**config.mk**
```make
export PLATFORM = sky130hd
export DESIGN_NAME = apb_master_bridge
export DESIGN_NICKNAME = d
export VERILOG_FILES = /design/src/rtl/apb_pkg.sv /design/src/rtl/apb_wait_timer.sv /design/src/rtl/apb_master_bridge.sv
export SDC_FILE = /design/constraint.sdc
export NUM_CORES = 1
export LEC_CHECK = 0
export CORE_ASPECT_RATIO = 0.6
export CORE_MARGIN = 2
export CORE_UTILIZATION = 38
export DETAILED_ROUTE_END_ITERATION = 12
export PLACE_DENSITY = 0.77
export SLEW_MARGIN = 20
export SYNTH_ARGS = -nofsm -noshare
export SYNTH_HDL_FRONTEND = slang
export SYNTH_HIERARCHICAL = 1
export SYNTH_SLANG_ARGS = --single-unit
```
**constraint.sdc**
```tcl
create_clock -name apb_pclk -period 1.9 [get_ports apb_pclk]
set_input_delay 0.38 -clock apb_pclk [delete_from_list [all_inputs] [get_ports apb_pclk]]
set_output_delay 0.38 -clock apb_pclk [all_outputs]
set_load 0.02 [all_outputs]
```
**src/rtl/apb_pkg.sv**
```systemverilog
// Shared definitions for the APB requester bridge.
// Contents: bridge FSM state encoding, default bus widths, response status codes.
package apb_pkg;

  localparam int unsigned APB_ADDR_W_DEF = 32;
  localparam int unsigned APB_DATA_W_DEF = 32;

  // Bridge FSM states; 2-bit encoding.
  typedef enum logic [1:0] {
    StIdle   = 2'b00,
    StSetup  = 2'b01,
    StAccess = 2'b10,
    StResp   = 2'b11
  } apb_state_e;

  // Response status reported on rsp_err.
  localparam logic RSP_OK  = 1'b0;
  localparam logic RSP_ERR = 1'b1;

endpackage

```
**src/rtl/apb_wait_timer.sv**
```systemverilog
// Wait-state timer for the APB ACCESS phase.
// Ports:
//   apb_pclk, apb_prstn : clock, async active-low reset
//   clear               : zero the counter (used when entering ACCESS)
//   inc                 : count one ACCESS cycle with pready low
//   expired             : this counted cycle is the TIMEOUT-th one; 0 when TIMEOUT == 0
module apb_wait_timer #(
  parameter int unsigned TIMEOUT = 255
) (
  input  logic apb_pclk,
  input  logic apb_prstn,
  input  logic clear,
  input  logic inc,
  output logic expired
);

  localparam int unsigned CNT_W = (TIMEOUT == 0) ? 1 : $clog2(TIMEOUT + 1);
  localparam logic [CNT_W:0] LIMIT = (CNT_W + 1)'(TIMEOUT);

  logic [CNT_W-1:0] cnt_q, cnt_d;

  always_comb begin
    cnt_d = cnt_q;
    if (clear) begin
      cnt_d = '0;
    end else if (inc && (TIMEOUT != 0)) begin
      cnt_d = cnt_q + CNT_W'(1);
    end
  end

  // Fires in the cycle whose increment reaches TIMEOUT, so the bridge leaves
  // ACCESS after exactly TIMEOUT low-pready cycles.
  assign expired = (TIMEOUT != 0) && inc && (({1'b0, cnt_q} + (CNT_W + 1)'(1)) == LIMIT);

  always_ff @(posedge apb_pclk or negedge apb_prstn) begin
    if (!apb_prstn) begin
      cnt_q <= '0;
    end else begin
      cnt_q <= cnt_d;
    end
  end

endmodule

```
**src/rtl/apb_master_bridge.sv**
```systemverilog
// APB3 requester bridge: valid/ready request port in, APB SETUP/ACCESS out,
// read data and error status back on a valid/ready response port.
// Ports:
//   apb_pclk, apb_prstn                     : clock, async active-low reset
//   req_valid/req_ready/req_write/req_addr/req_wdata : request channel
//   rsp_valid/rsp_ready/rsp_rdata/rsp_err   : response channel
//   apb_psel/apb_penable/apb_pwrite/apb_paddr/apb_pwdata : APB requester outputs
//   apb_prdata/apb_pready/apb_pslverr       : APB completer inputs
module apb_master_bridge
  import apb_pkg::*;
#(
  parameter int unsigned ADDR_W  = APB_ADDR_W_DEF,
  parameter int unsigned DATA_W  = APB_DATA_W_DEF,
  parameter int unsigned TIMEOUT = 255
) (
  input  logic              apb_pclk,
  input  logic              apb_prstn,
  input  logic              req_valid,
  output logic              req_ready,
  input  logic              req_write,
  input  logic [ADDR_W-1:0] req_addr,
  input  logic [DATA_W-1:0] req_wdata,
  output logic              rsp_valid,
  input  logic              rsp_ready,
  output logic [DATA_W-1:0] rsp_rdata,
  output logic              rsp_err,
  output logic              apb_psel,
  output logic              apb_penable,
  output logic              apb_pwrite,
  output logic [ADDR_W-1:0] apb_paddr,
  output logic [DATA_W-1:0] apb_pwdata,
  input  logic [DATA_W-1:0] apb_prdata,
  input  logic              apb_pready,
  input  logic              apb_pslverr
);

  apb_state_e        state_q, state_d;
  logic              pwrite_q, pwrite_d;
  logic [ADDR_W-1:0] paddr_q, paddr_d;
  logic [DATA_W-1:0] pwdata_q, pwdata_d;
  logic [DATA_W-1:0] rdata_q, rdata_d;
  logic              err_q, err_d;
  logic              tmr_clear, tmr_inc, tmr_expired;

  apb_wait_timer #(
    .TIMEOUT (TIMEOUT)
  ) u_wait_timer (
    .apb_pclk  (apb_pclk),
    .apb_prstn (apb_prstn),
    .clear     (tmr_clear),
    .inc       (tmr_inc),
    .expired   (tmr_expired)
  );

  always_comb begin
    state_d   = state_q;
    pwrite_d  = pwrite_q;
    paddr_d   = paddr_q;
    pwdata_d  = pwdata_q;
    rdata_d   = rdata_q;
    err_d     = err_q;
    tmr_clear = 1'b0;
    tmr_inc   = 1'b0;
    case (state_q)
      StIdle: begin
        if (req_valid) begin
          state_d  = StSetup;
          pwrite_d = req_write;
          paddr_d  = req_addr;
          pwdata_d = req_wdata;
        end
      end
      StSetup: begin
        state_d   = StAccess;
        tmr_clear = 1'b1;
      end
      StAccess: begin
        // pready takes priority over a coincident timeout.
        if (apb_pready) begin
          state_d = StResp;
          err_d   = apb_pslverr;
          rdata_d = (!pwrite_q && !apb_pslverr) ? apb_prdata : '0;
        end else begin
          tmr_inc = 1'b1;
          if (tmr_expired) begin
            state_d = StResp;
            err_d   = RSP_ERR;
            rdata_d = '0;
          end
        end
      end
      StResp: begin
        if (rsp_ready) begin
          state_d = StIdle;
        end
      end
      default: state_d = StIdle;
    endcase
  end

  always_ff @(posedge apb_pclk or negedge apb_prstn) begin
    if (!apb_prstn) begin
      state_q  <= StIdle;
      pwrite_q <= 1'b0;
      paddr_q  <= '0;
      pwdata_q <= '0;
      rdata_q  <= '0;
      err_q    <= RSP_OK;
    end else begin
      state_q  <= state_d;
      pwrite_q <= pwrite_d;
      paddr_q  <= paddr_d;
      pwdata_q <= pwdata_d;
      rdata_q  <= rdata_d;
      err_q    <= err_d;
    end
  end

  // Control outputs decode straight from state so reset clears them at once.
  assign req_ready   = (state_q == StIdle);
  assign rsp_valid   = (state_q == StResp);
  assign apb_psel    = (state_q == StSetup) || (state_q == StAccess);
  assign apb_penable = (state_q == StAccess);
  assign apb_pwrite  = pwrite_q;
  assign apb_paddr   = paddr_q;
  assign apb_pwdata  = pwdata_q;
  assign rsp_rdata   = rdata_q;
  assign rsp_err     = err_q;

endmodule

```
==> results.txt, run 1 <==
Number of cells after detailed placement -> 650
Chip width -> 144.1 microns
Antenna cells -> 0
Boundary Pins -> 205
Die area -> 12700 sq um
Fin Hold WS -> 0.1078 ns
Die height -> 88.09 microns
Hold-fix buffers, CTS -> 0
All-Layer GR Usage -> 18.25%
Seq pwr share -> 33.0%
Crit-path slowest cell -> dfrtp_2
WL final -> 11890 microns
Slew HR -> 60.70%
Fraction of final layout cells sized beyond drive strength 1 -> 24.17%
Crit. End Element -> register
Post-route ant nets -> 0
Internal power -> 7.628 mW
H-tree depth -> 3
Final Hold Vio Count -> 0
Fin. max-slew vios -> 0
Leak Pwr -> 3.270 nW
Final worst-path cycle share -> 105.1%
Period minus WS final -> 1.997 ns
Via count -> 3177
Number of DRC markers in iteration 0 -> 102
Failing checks -> setup timing
Synthesized area per cell -> 15.88 sq um
Initial Utilization -> 39.24%
Post-DP HPWL -> 8324 microns
R2R setup slack -> -0.1 ns
Reg2Reg Depth -> 10
Worst Path Max Fanout -> 16
Yosys warns -> 6
Clock Skews -> 0.003532 ns
Reg2reg start -> u_wait_timer/cnt_q[1]
Num rows -> 30
Initial antenna violation count -> 0
Netlist Area Pre-Place -> 4478 sq um
Number of global-route vias before repair -> 3364
Syn_nets -> 391
Unrepaired setup endpoints after global routing -> yes
Max frequency -> 500.7 MHz
Yosys cell types -> 36
Max stage delay on crit path -> 0.44 ns
Buffers on Ports -> 204
Detailed-router iteration count before antenna repair -> 4
Min-Delay Path Class -> input port to async pin
Switching Share -> 34.78%
Setup ws final -> -0.09729 ns
CTS Buffer Depth -> 2
Switching power -> 4.068 mW
Clock Latency Late Sink -> 0.34 ns
Final setup vio count -> 34
Outcome -> finished with violations
Crit Path Class -> register to register
CP required -> 2.18 ns
Critical path, cell by cell -> ha_4 > buf_6 > nand2_1 > nor2_1 > a31oi_1 > nor3_2 > buf_4 > o21ai_4 > clkbuf_16 > a22o_1
Worst-Margin Slew -> 0.5894 ns
Largest net degree at the start of global routing -> 109
Clock power frac -> 15.8%
Syn Inst Count -> 282
DRC -> 0
Max-cap violations -> 0
Non-Filler Instances -> 669
WP data arrival -> 2.28 ns
Core ar. -> 11410 sq um
Wire per inst -> 17.77 microns
CTS Buf Count -> 9
Power per cell area -> 1615 nW/um^2
Fin nets -> 613
Synthesized flop and latch total -> 108
Crit start category -> register
First-pass GRT wire length -> 17880 microns
FF-to-FF End -> rsp_rdata[15]
TritonCTS clock tree -> built
Grt total ovfl -> 0
Area Overhead vs Synth -> 61.72%
Logic pwr share -> 51.2%
Clock-pin slew on the worst setup and hold paths -> 0.07 ns
Vias per inst -> 4.749
Sinks on Clock Net -> 108
Post-synthesis sequential area ratio -> 60.35%
Root Driver -> clkbuf_16
Maximum VDD drop -> 0.0007971 V
GPL Wtd Cong -> 0.7590
==> flip-flops by register name, indices dropped and copies added, names as in the netlist <==
| signal | count |
|---|---|
| u_wait_timer/cnt_q | 8 |
| rsp_err | 1 |
| apb_pwrite | 1 |
| rsp_rdata | 32 |
| state_q | 2 |
| apb_pwdata | 32 |
| apb_paddr | 32 |
==> routing by layer <==
metal	part of all wire [%]	global-route usage (%)	routed length, microns	vias to the layer above
met5	0	0	0	-
met4	1.1	4.237	130	0
met3	9.6	7.654	1146	11
met2	46	28.61	5489	145
met1	43	23.89	5121	1565
li1	-	-	-	1456
==> critical path, delay by kind of cell (launching register included) <==
| kind | cells | cell delay, ns |
|---|---|---|
| AOI/OAI and AO/OA | 3 | 0.64 |
| adders and majority gates | 1 | 0.18 |
| and+or+nand+nor | 3 | 0.17 |
| buffers and inverters | 3 | 0.50 |
| DFF | 1 | 0.44 |
==> final cells by class <==
cell class,instances,area (sq um)
fill,851,4169
sequential,108,2705
timing repair buffer,227,2332
multi-input combinational,151,1682
clock buffer,11,252.7
tap,160,200.2
clock inverter,5,43.79
inverter,7,26.28
==> how the worst max path moves through the flow <==
| stage | start | end | slack (ns) |
|---|---|---|---|
| finish | u_wait_timer/cnt_q[1] | rsp_rdata[15] | -0.1 |
| global route | u_wait_timer/cnt_q[0] | state_q[1] | -0.19 |
| CTS | u_wait_timer/cnt_q[0] | state_q[1] | -0.08 |
| detailed placement | apb_pready | state_q[1] | -0.19 |
| global placement | apb_pready | state_q[1] | -0.15 |
| floorplan | state_q[0] | state_q[1] | -0.12 |
==> logic make-up (layout without fill, tap and decap cells) <==
family / after synthesis / count (layout) / share of synthesized area, %
xor gates and xnor gates: 6 / 6 / 1.174
and+or+nand+nor: 28 / 28 / 3.632
buffers and inverters: 23 / 250 / 3.968
DFF: 108 / 108 / 60.35
muxes: 66 / 66 / 20.79
adders and majority gates: 6 / 6 / 1.676
AOI/OAI and AO/OA: 45 / 45 / 8.410
==> through the flow <==
stage	setup slack, ns	area (sq um)	TNS, ns	total power [mW]	util, %
floorplan	-0.1206	4498	-0.1206	7.026	-
detailed placement	-0.1930	6807	-2.034	9.743	59.65
global placement	-0.1545	6807	-1.963	9.599	59.65
finish	-0.09729	7242	-2.240	11.70	63.46
global route	-0.1946	7242	-4.868	12.31	63.46
CTS	-0.07709	7126	-0.08617	11.65	62.45
==> Yosys cell counts, drive strengths merged <==
master	instances	area (sq um)
a211oi	1	7.510
a21boi	1	7.510
a21oi	2	10.01
a221oi	1	15.01
a22o	32	280.3
a31oi	1	6.260
a32oi	1	8.760
and2	1	6.260
and3	1	6.260
buf	14	132.6
clkbuf	2	18.76
dfrtp	108	2703
ha	6	75.07
inv	7	26.28
mux2	66	930.9
nand2	6	22.52
nand3	1	5.000
nand3b	1	7.510
nand4	4	31.28
nand4b	1	8.760
nor2	8	37.54
nor2b	2	20.02
nor3	1	5.000
o21ai	4	23.77
o31ai	1	7.510
o32a	1	10.01
or3	2	12.51
xnor2	2	17.52
xor2	4	35.03
==> power groups by stage <==
stage	sequential (mW)	clock, mW	combinational, mW
2_1_floorplan	4.93	0	2.10
3_3_place_gp	3.82	0	5.78
4_1_cts	3.86	1.91	5.89
5_1_grt	4.00	1.99	6.32
6_report	3.86	1.85	5.99
3_5_place_dp	3.85	0	5.89
==> what timing repair did <==
item	CTS	global route
resized for setup	11	11
setup endpoints to repair	38	37
pin swaps	5	17
cloned	0	3
setup buffers	0	0
==> cell usage in the layout, fill, tap and decap left out, types with 2 or more instances in the layout <==
master and count:
dfrtp_2 2, mux2_2 15, buf_12 5, buf_6 3
clkinvlp_4 2, ha_4 2, clkdlybuf4s50_1 199, a21oi_1 2
nand2_1 5, inv_1 6, dfrtp_1 106, a22o_1 32
ha_1 3, dlygate4sd2_1 2, mux2_4 51, clkbuf_16 12
buf_4 13, xor2_1 4, or3_1 2, o21ai_0 3
nand4_1 3, nor2_1 7, clkbuf_8 2
(Power assumes the default switching activity.)
==> run 2, diff against run 1 <==
- ABC_AREA: unset -> 1
- PLACE_DENSITY: 0.77 -> 0.76
==> results.txt, run 2 <==
Boundary Pins -> 205 (unchanged)
Die area -> 13380 sq um (was 12700 sq um)
Yosys cell types -> 20 (was 36)
Unrepaired setup endpoints after global routing -> no (was yes)
Mux cell area share after synthesis -> 0% (was 20.79%)
Top cells by area, synth -> dfrtp_1 57%, nand2_1 20%, nand3_1 7.6% (was dfrtp_1 60%, mux2_4 17%, a22o_1 6.3%)
Initial Utilization -> 39.08% (was 39.24%)
Synth top area share -> 57.14% (was 60.35%)
Most common cell in the synthesized netlist -> nand2_1 (was dfrtp_1)
Number of cells after detailed placement -> 938 (was 650)
Ys async rst share -> 100.0% (unchanged)
Chip width -> 148.0 microns (was 144.1 microns)
Non-Filler Instances -> 957 (was 669)
Syn Inst Count -> 584 (was 282)
TritonCTS clock tree -> built (unchanged)
DRC -> 0 (unchanged)
Crit Path Class -> register to primary output (was register to register)
Worst Path Max Fanout -> 3 (was 16)
Post-synthesis sequential area ratio -> 57.14% (was 60.35%)
Clock-pin slew on the worst setup and hold paths -> 0.07 ns (about the same)
H-tree depth -> 3 (unchanged)
Reg2reg start -> u_wait_timer/cnt_q[0] (was u_wait_timer/cnt_q[1])
Final Cell Area -> 7402 sq um (was 7242 sq um)
CP required -> 1.52 ns (was 2.18 ns)
Outcome -> finished, final reports clean (was finished with violations)
Most frequent cells in the layout -> 253 x nand2_1, 198 x clkdlybuf4s50_1, 107 x dfrtp_1 (was 199 x clkdlybuf4s50_1, 106 x dfrtp_1, 51 x mux2_4)
Worst-Margin Slew -> 0.5280 ns (was 0.5894 ns)
Area share of fa/ha/maj cells after synthesis -> 1.587% (was 1.676%)
Final setup vio count -> 0 (was 34)
Xor and xnor area share after synthesis -> 0.1852% (was 1.174%)
Area Overhead vs Synth -> 56.51% (was 61.72%)
Final Hold Vio Count -> 0 (unchanged)
Post-route ant nets -> 0 (unchanged)
Die height -> 90.42 microns (was 88.09 microns)
Commonest non-fill, non-tap cell in the layout -> nand2_1 (was clkdlybuf4s50_1)
Largest net degree at the start of global routing -> 66 (was 109)
CTS Buffer Depth -> 2 (unchanged)
Synth Area in Simple Gates -> 32.14% (was 3.632%)
Maximum VDD drop -> 0.0008915 V (was 0.0007971 V)
FF-to-FF End -> rsp_rdata[2] (was rsp_rdata[15])
Min-Delay Path Class -> input port to async pin (unchanged)
R2R setup slack -> 0.10 ns (was -0.1 ns)
Clock Skews -> 0.006875 ns (was 0.003532 ns)
Antenna cells -> 0 (unchanged)
GPL Wtd Cong -> 0.8330 (was 0.7590)
Number of global-route vias before repair -> 4447 (was 3364)
Post-DP HPWL -> 9474 microns (was 8324 microns)
Max-cap violations -> 0 (unchanged)
Max frequency -> 553.7 MHz (was 500.7 MHz)
Sinks on Clock Net -> 108 (unchanged)
Vias per inst -> 4.680 (was 4.749)
Top cells by count, synth -> 254 x nand2_1, 108 x dfrtp_1, 72 x nand3_1, 54 x inv_1, 38 x nor2_1 (was 108 x dfrtp_1, 50 x mux2_4, 32 x a22o_1, 16 x mux2_2, 10 x buf_6)
Leak Pwr -> 3.716 nW (was 3.270 nW)
Initial antenna violation count -> 0 (unchanged)
Synthesized flop and latch total -> 108 (unchanged)
EDFF count, synth -> 0 (unchanged)
Synth Area in Compound Gates -> 1.349% (was 8.410%)
Num rows -> 31 (was 30)
Fraction of final layout cells sized beyond drive strength 1 -> 6.313% (was 24.17%)
CTS Buf Count -> 9 (unchanged)
Hold-fix buffers, CTS -> 0 (unchanged)
Synthesized area per cell -> 8.099 sq um (was 15.88 sq um)
Buffers on Ports -> 204 (unchanged)
Reg2Reg Depth -> 11 (was 10)
Final worst-path cycle share -> 95.06% (was 105.1%)
Core ar. -> 12100 sq um (was 11410 sq um)
Crit. End Element -> primary output (was register)
Slew HR -> 64.80% (was 60.70%)
Fin nets -> 896 (was 613)
WL final -> 13590 microns (was 11890 microns)
Top FF cell, synth -> dfrtp_1 (unchanged)
Power per cell area -> 1585 nW/um^2 (was 1615 nW/um^2)
Root Driver -> clkbuf_16 (unchanged)
First-pass GRT wire length -> 22040 microns (was 17880 microns)
Via count -> 4479 (was 3177)
Number of DRC markers in iteration 0 -> 178 (was 102)
Period minus WS final -> 1.806 ns (was 1.997 ns)
Crit start category -> register (unchanged)
Area after DPL -> 7020 sq um (was 6807 sq um)
Largest family of logic cells by synthesized area -> simple AND/OR/NAND/NOR gates (was multiplexers)
Wire per inst -> 14.20 microns (was 17.77 microns)
All-Layer GR Usage -> 20.26% (was 18.25%)
Detailed-router iteration count before antenna repair -> 4 (unchanged)
Fin. max-slew vios -> 0 (unchanged)
Yosys warns -> 6 (unchanged)
WP data arrival -> 1.43 ns (was 2.28 ns)
Clock Latency Late Sink -> 0.34 ns (about the same)
Area leader, netlist -> dfrtp_1 (unchanged)
Syn_nets -> 693 (was 391)
Netlist Area Pre-Place -> 4730 sq um (was 4478 sq um)
Grt total ovfl -> 0 (unchanged)
run 2: cell types whose count changed after synthesis, moves of 16 or more:
cell     delta
nand2_1   +248
nand3_1    +71
inv_1      +47
mux2_4     -50
nor2_1     +31
mux2_2     -16
a22o_1     -32
buf_2      +19
run 2: layout make-up:
| type | instances | area [sq um] |
|---|---|---|
| clock inverter | 4 | 50.05 |
| tap | 165 | 206.4 |
| multi-input combinational | 391 | 1724 |
| fill | 1020 | 4700 |
| sequential | 108 | 2704 |
| inverter | 54 | 202.7 |
| timing repair buffer | 223 | 2278 |
| clock buffer | 12 | 236.5 |
run 2: worst max path at each step:
stage,end,from,slack (ns),depth (start not counted)
floorplan,rsp_rdata[10],state_q[0],0.04,12
global placement,state_q[1],apb_pready,0.009,11
detailed placement,state_q[1],apb_pready,-0.05,11
CTS,apb_psel,state_q[1],0.0001,3
global route,rsp_rdata[28],u_wait_timer/cnt_q[1],0.003,10
finish,apb_penable,state_q[0],0.09,4
run 2: metal layers:
layer	vias to the layer above	wire, microns	global-route usage [%]
met4	0	132	4.127
met5	-	0	0
met3	11	1428	7.828
met1	2085	5997	27.03
met2	190	6027	31.64
li1	2193	-	-
run 2: per-stage QoR:
stage,power [mW],hold slack (ns),utilization [%],setup TNS [ns],setup slack [ns]
after floorplan,6.851,0.08441,-,0,0.03631
after global placement,9.706,0.4032,58.01,0,0.009253
after detailed placement,9.872,0.4030,58.01,-0.1143,-0.05340
after CTS,11.75,0.04090,60.35,0,0.0001312
after global routing,12.51,0.05368,61.17,0,0.002780
final,11.73,0.03591,61.17,0,0.09386
run 2: repair_timing:
| action | CTS | global route |
|---|---|---|
| resized for setup | 5 | 12 |
| pin swaps | 0 | 4 |
| endpoints found under the setup margin | 4 | 35 |
| buffers inserted | 0 | 1 |
| gates cloned | 0 | 2 |
run 2: where the power goes:
group          internal, mW  total, mW  switching, mW  leakage (nW)
logic                  2.66       5.96           3.31          2.20
clock network          1.02       1.85          0.828         0.133
registers              3.30       3.91          0.612          1.38
run 2: kinds of logic after synthesis:
logic type	after synthesis
simple gates	372
flops	108
buf+inv	85
compound gates	12
fa+ha+maj	6
xor+xnor	1
run 2: worst max-delay path, stage by stage, from the launching register on:
cell and delay [ns]:
dfrtp_1 0.39, inv_2 0.07, ha_2 0.17, buf_4 0.13, dlygate4sd2_1 0.33
==> run 3, diff against run 2 <==
- CTS_CLUSTER_SIZE: unset -> 12
==> results of run 3 <==
Final layout, timing and power as in run 2 (identical DEF).
